File: src/rtl/reset_sequencer.sv
// Sequenced reset controller: releases NUM_STAGES domains in ascending order after board reset sync.
// Latency: first domain released STAGE_DELAY cycles after sync, then STAGE_DELAY+1 per acknowledged stage.
// Backpressure: sequencing stalls in WAIT_ACK until stage_ack[idx]; RESET_SEQ_ACK_TIMEOUT_EN adds a timeout.
module reset_sequencer #(
   parameter int NUM_STAGES  = 4,
   parameter int STAGE_DELAY = 16,
   parameter int SYNC_DEPTH  = 2,
   parameter int HOLD_CYCLES = 8,
   parameter int ACK_TIMEOUT = 255
) (
   input  logic                  clk,
   input  logic                  async_reset,
   input  logic                  sw_reset_req,
   input  logic [NUM_STAGES-1:0] stage_ack,
   output logic [NUM_STAGES-1:0] o_reset,
   output logic                  o_busy,
   output logic                  o_done,
   output logic                  o_error
);

   localparam int CNT_MAX = (STAGE_DELAY > HOLD_CYCLES) ? STAGE_DELAY : HOLD_CYCLES;
   localparam int CNT_W   = $clog2(CNT_MAX + 1);
   localparam int IDX_W   = (NUM_STAGES > 1) ? $clog2(NUM_STAGES) : 1;

   generate
      if (NUM_STAGES < 1 || NUM_STAGES > 8 || STAGE_DELAY < 1 || SYNC_DEPTH < 2 ||
          HOLD_CYCLES < 1 || ACK_TIMEOUT < 1) begin : g_bad_param
         $error("reset_sequencer: parameter out of range");
      end
   endgenerate

   typedef enum logic [2:0] {
      S_WAIT_SYNC = 3'd0,
      S_RELEASE   = 3'd1,
      S_WAIT_ACK  = 3'd2,
      S_DONE      = 3'd3,
      S_HOLD      = 3'd4,
      S_ERROR     = 3'd5
   } state_t;

   logic [SYNC_DEPTH-1:0] sync_q;
   logic                  rst_sync_q;
   logic                  rst_sync_d;

   state_t                state_q, state_d;
   logic [IDX_W-1:0]      idx_q, idx_d;
   logic [CNT_W-1:0]      cnt_q, cnt_d;
   logic [NUM_STAGES-1:0] rst_q, rst_d;
   logic                  busy_q, busy_d;
   logic                  done_q, done_d;

`ifdef RESET_SEQ_ACK_TIMEOUT_EN
   localparam int TMO_W = $clog2(ACK_TIMEOUT + 1);
   logic [TMO_W-1:0]      tmo_q, tmo_d;
   logic                  err_q, err_d;
`endif

   // rst_sync is the chain tail; rst_sync_d is the value it takes at the next edge,
   // so the FSM leaves WAIT_SYNC on the same edge that rst_sync falls.
   assign rst_sync_q = sync_q[SYNC_DEPTH-1];
   assign rst_sync_d = sync_q[SYNC_DEPTH-2];

   // Reset synchronizer: asserts asynchronously, shifts in zeros after release.
   always_ff @(posedge clk or posedge async_reset) begin
      if (async_reset) sync_q <= '1;
      else             sync_q <= {sync_q[SYNC_DEPTH-2:0], 1'b0};
   end

   // Sequencer state and registered outputs.
   always_ff @(posedge clk or posedge async_reset) begin
      if (async_reset) begin
         state_q <= S_WAIT_SYNC;
         idx_q   <= '0;
         cnt_q   <= '0;
         rst_q   <= '1;
         busy_q  <= 1'b1;
         done_q  <= 1'b0;
`ifdef RESET_SEQ_ACK_TIMEOUT_EN
         tmo_q   <= '0;
         err_q   <= 1'b0;
`endif
      end else begin
         state_q <= state_d;
         idx_q   <= idx_d;
         cnt_q   <= cnt_d;
         rst_q   <= rst_d;
         busy_q  <= busy_d;
         done_q  <= done_d;
`ifdef RESET_SEQ_ACK_TIMEOUT_EN
         tmo_q   <= tmo_d;
         err_q   <= err_d;
`endif
      end
   end

   // Next-state logic; outputs are computed here and registered, never taken from inputs directly.
   always_comb begin
      state_d = state_q;
      idx_d   = idx_q;
      cnt_d   = cnt_q;
      rst_d   = rst_q;
      busy_d  = busy_q;
      done_d  = done_q;
`ifdef RESET_SEQ_ACK_TIMEOUT_EN
      tmo_d   = tmo_q;
      err_d   = err_q;
`endif
      case (state_q)
         S_WAIT_SYNC: begin
            if (!rst_sync_d || !rst_sync_q) begin
               state_d = S_RELEASE;
               idx_d   = '0;
               cnt_d   = CNT_W'(STAGE_DELAY - 1);
            end
         end
         S_RELEASE: begin
            if (cnt_q == '0) begin
               rst_d[idx_q] = 1'b0;
               state_d      = S_WAIT_ACK;
`ifdef RESET_SEQ_ACK_TIMEOUT_EN
               tmo_d        = '0;
`endif
            end else begin
               cnt_d = cnt_q - 1'b1;
            end
         end
         S_WAIT_ACK: begin
            if (stage_ack[idx_q]) begin
               if (idx_q == IDX_W'(NUM_STAGES - 1)) begin
                  state_d = S_DONE;
                  busy_d  = 1'b0;
                  done_d  = 1'b1;
               end else begin
                  state_d = S_RELEASE;
                  idx_d   = idx_q + 1'b1;
                  cnt_d   = CNT_W'(STAGE_DELAY - 1);
               end
            end
`ifdef RESET_SEQ_ACK_TIMEOUT_EN
            else if (tmo_q == TMO_W'(ACK_TIMEOUT - 1)) begin
               state_d = S_ERROR;
               busy_d  = 1'b0;
               err_d   = 1'b1;
            end else begin
               tmo_d = tmo_q + 1'b1;
            end
`endif
         end
         // ERROR is only reachable with the timeout enabled; both re-reset the same way.
         S_DONE, S_ERROR: begin
            if (sw_reset_req) begin
               state_d = S_HOLD;
               idx_d   = '0;
               cnt_d   = CNT_W'(HOLD_CYCLES - 1);
               rst_d   = '1;
               busy_d  = 1'b1;
               done_d  = 1'b0;
            end
         end
         S_HOLD: begin
            if (cnt_q == '0) begin
               state_d = S_RELEASE;
               idx_d   = '0;
               cnt_d   = CNT_W'(STAGE_DELAY - 1);
            end else begin
               cnt_d = cnt_q - 1'b1;
            end
         end
         default: state_d = S_WAIT_SYNC;
      endcase
   end

   assign o_reset = rst_q;
   assign o_busy  = busy_q;
   assign o_done  = done_q;
`ifdef RESET_SEQ_ACK_TIMEOUT_EN
   assign o_error = err_q;
`else
   assign o_error = 1'b0;
`endif

endmodule
File: config.mk
export PLATFORM = sky130hd
export DESIGN_NAME = reset_sequencer
export DESIGN_NICKNAME = d
export VERILOG_FILES = /design/src/rtl/reset_sequencer.sv
export SDC_FILE = /design/constraint.sdc
export NUM_CORES = 1
export LEC_CHECK = 0
export ABC_CLOCK_PERIOD_IN_PS = 2200
export CAP_MARGIN = 0
export CELL_PAD_IN_SITES_DETAIL_PLACEMENT = 0
export CELL_PAD_IN_SITES_GLOBAL_PLACEMENT = 1
export CORE_MARGIN = 2
export CORE_UTILIZATION = 40
export DETAILED_ROUTE_END_ITERATION = 12
export GPL_TIMING_DRIVEN = 0
export HOLD_SLACK_MARGIN = 0.12
export PLACE_DENSITY = 0.73
export SLEW_MARGIN = 30
export SYNTH_ARGS = -nofsm -noshare
export SYNTH_HDL_FRONTEND = slang
export SYNTH_SLANG_ARGS = --single-unit
File: constraint.sdc
create_clock -name clk -period 2.2 [get_ports clk]
set_clock_uncertainty 0.05 [all_clocks]
set_input_delay 0.44 -clock clk [delete_from_list [all_inputs] [get_ports clk]]
set_output_delay 0.44 -clock clk [all_outputs]
set_load 0.01 [all_outputs]
==> reports/qor.yml <==
synth:
  synth_simple_gate_area_share_pct: 16.51
  area_fraction_in_compound_gates_after_synthesis_pct: 15.79
  synth_largest_area_cell: "sky130_fd_sc_hd__dfrtp_1"
  area_contributors_post_synth: "sky130_fd_sc_hd__dfrtp_1 26%, sky130_fd_sc_hd__dfstp_2 18%, sky130_fd_sc_hd__ha_1 6.0%"
  synth.yosys.warnings: 0
  synth_edf_count: 0
  adder_and_majority_gate_portion_of_the_synthesized_area_pct: 5.981
  portion_of_synthesized_cell_area_occupied_by_the_leading_cell_type_pct: 26.32
  avgSynthCellArea_sq_um: 10.16
  ys_types: 37
  synth.mux.area_fraction_pct: 8.134
  share_of_synthesized_registers_carrying_an_async_set_or_reset_pct: 100.0
  largest_family_of_logic_cells_by_synthesized_area: "simple AND/OR/NAND/NOR gates"
  synthTopCellsByCount: "11 x sky130_fd_sc_hd__dfrtp_1, 9 x sky130_fd_sc_hd__inv_1, 9 x sky130_fd_sc_hd__nand2_1, 8 x sky130_fd_sc_hd__nor2_1, 7 x sky130_fd_sc_hd__dfstp_2"
  synth_xor_xnor_area_share_pct: 2.512
  synth-seq-area-share_pct: 43.90
  synthesis.area_sq_um: 1046
  yosysMostFrequentCell: "sky130_fd_sc_hd__dfrtp_1"
  synthCells: 103
  ys_dominant_reg_cell: "sky130_fd_sc_hd__dfrtp_1"
  synth-seq-cells: 18
clocking:
  cts-buffers-inserted: 3
  cts_tree: "done"
  cts_hold_buffers: 0
  path_clk_slew_ps: 110
  max-clock-path-buffers: 2
  cell_chosen_for_the_clock_root: "sky130_fd_sc_hd__clkbuf_4"
  tritoncts_num_sinks: 18
  clock_tree.htree_level_count: 1
  clk-insertion-delay-late_ps: 300
sta:
  max_slew.worst_pin.slew_ps: 714.9
  unrepaired_setup_endpoints_after_global_routing: "false"
  final.hold.worst_slack_ps: 328.5
  max_freq_mhz: 491.7
  slew_viol_final: 0
  final-setup-viol-count: 0
  timing_hold_violations_final: 0
  minimum_clock_period_after_layout_ps: 2034
  max_slew_margin_vs_limit_pct: 52.29
  post-route-period-util_pct: 92.45
grt:
  grt_pass1_wl_um: 3312
  pin_count_of_the_biggest_net_entering_global_routing: 19
  globalRoute.totalOverflow: 0
  vias_in_the_first_global_route: 697
  grt_util_all_layers_pct: 16.02
  grt_antenna_before_repair: 0
routing:
  drt_drc_violations_left: 0
  detail_route.first_pass.iterations: 4
  wire_per_inst_um: 14.23
  routed-via-count: 794
  highest_layer: "met4"
  routed_via_density: 5.293
  met2WireLength_um: 912
  postRouteAntennaNets: 0
  met3RoutedLength_um: 123
  drt-met1-wl_um: 1061
  drtIter0Drc: 28
  wl_um: 2134
setup_path:
  setup.worst_path.start_class: "register"
  worst_setup_path_end_kind: "register"
  crit_path_max_fanout: 6
  critical_setup_path_kind: "reg2reg"
  timing.critical_path.arrival_ps: 2200
  critPathRequiredTime_ps: 2370
floorplan:
  io_pins: 14
  core_area_sq_um: 2477
  initial_core_util_pct: 42.22
  num_rows: 18
  die_area_sq_um: 3040
  floorplan.die.height_um: 55.14
  fp.dieW_um: 55.14
final_layout:
  nets: 133
  post_route_cells_drive_above_1_share_pct: 20.83
  n_antenna_cell: 0
  flow.area_growth_from_synthesis_pct: 19.50
  finalCoreUtilization_pct: 50.45
  fillCellCount: 242
pwr:
  ir_drop_v: 0.0005622
  total_leakage_power_uw: 0.0005622
  pwr_density_cell_nw_per_um2: 888.3
placed_design:
  routabilityCongestion: 0.7711
  dp_hpwl_um: 1577
  port_buffers: 12
outcome:
  status: "complete, no violations"
min_path:
  worst_hold_path_type: "reg2reg"
job:
  maxCapViolCount: 0
cells by family (layout without fill, tap and decap cells):
family,count (synthesis),after routing
fa+ha+maj,5,5
xor+xnor,3,3
compound gates,23,23
flops,18,18
buf+inv,13,29
mux,8,8
simple gates,32,32
other cells,1,2
cell type report:
class                      instances  area [sq um]  area share (%)
clock buffer                       4         36.28           2.903
tap                               30         37.54           3.003
buffer                             4         37.54           3.003
multi-input combinational         73         525.5           42.04
sequential                        18         459.2           36.74
timing repair buffer              12         120.1           9.610
inverter                           9         33.78           2.703
final timing paths:
| kind | from | slack [ps] | endpoint | cells past startpoint |
|---|---|---|---|---|
| max in group asynchronous | async_reset | 1160 | cnt_q[3] | 2 |
| worst max-delay path | idx_q[0] | 170 | cnt_q[2] | 6 |
| worst min register to register | sync_q[0] | 330 | sync_q[1] | 0 |
| worst max register to register | idx_q[0] | 170 | cnt_q[2] | 6 |
| worst min-delay path | sync_q[0] | 330 | sync_q[1] | 0 |
| min in group asynchronous | async_reset | 500 | state_q[2] | 2 |
metrics by stage:
step	instance area (sq um)	TNS [ps]	setup slack, ps	std cells	total power [uW]
after floorplan	1050	0	330.3	104	762.0
after global placement	1207	-54.46	-54.46	146	894.3
after detailed placement	1207	-120.5	-86.33	146	908.6
after CTS	1244	0	9.331	150	1118
after global routing	1250	0	45.25	150	1185
final	1250	0	166.1	150	1110
repair_timing:
| action | CTS | global route |
|---|---|---|
| buffers inserted | 0 | 0 |
| hold endpoints to repair | 0 | 0 |
| endpoints found under the setup margin | 0 | 3 |
| gates resized for setup | 0 | 1 |
where the power goes:
part | internal [uW] | switching (uW) | leakage [uW]
Combinational | 213 | 201 | 0.000338
Clock | 101 | 108 | 0.0000210
Sequential | 434 | 53.5 | 0.000204
Total | 748 | 362 | 0.000562
cells in the final DEF, fill, tap and decap left out, types with 2 or more instances in the layout:
master                            Yosys  routed
sky130_fd_sc_hd__a21o_1               4       4
sky130_fd_sc_hd__a21oi_1              3       3
sky130_fd_sc_hd__a31oi_1              3       3
sky130_fd_sc_hd__buf_4                2       2
sky130_fd_sc_hd__buf_6                2       2
sky130_fd_sc_hd__clkbuf_4             0       3
sky130_fd_sc_hd__clkdlybuf4s50_1      0      12
sky130_fd_sc_hd__conb_1               1       2
sky130_fd_sc_hd__dfrtp_1             11      11
sky130_fd_sc_hd__dfstp_2              7       7
sky130_fd_sc_hd__ha_1                 5       5
sky130_fd_sc_hd__inv_1                9       9
sky130_fd_sc_hd__mux2_1               3       3
sky130_fd_sc_hd__mux2i_1              4       4
sky130_fd_sc_hd__nand2_1              9       9
sky130_fd_sc_hd__nand3_1              2       2
sky130_fd_sc_hd__nand3b_1             2       2
sky130_fd_sc_hd__nor2_1               8       8
sky130_fd_sc_hd__nor3_1               3       3
sky130_fd_sc_hd__o21ai_0              4       4
sky130_fd_sc_hd__o21bai_1             2       2
sky130_fd_sc_hd__xor2_1               2       2
registers in the layout, summed over array words and instances, names as in the netlist:
register	flops
o_busy	1
o_reset	4
o_done	1
sync_q	2
cnt_q	5
idx_q	2
state_q	3
per-layer routing:
metal | vias up | global-route usage (%)
met5 | - | 0
met2 | 22 | 22.82
met4 | 0 | 7.317
li1 | 389 | -
met1 | 378 | 22.71
met3 | 5 | 4.032
critical path: stages (launching register included):
cell,delay (ps)
sky130_fd_sc_hd__dfrtp_1,460
sky130_fd_sc_hd__ha_1,300
sky130_fd_sc_hd__nor2b_1,130
sky130_fd_sc_hd__a221oi_1,80
sky130_fd_sc_hd__o21ai_0,270
sky130_fd_sc_hd__or3b_4,460
sky130_fd_sc_hd__o31ai_2,210
No activity file was read; power rests on OpenSTA's default activity.
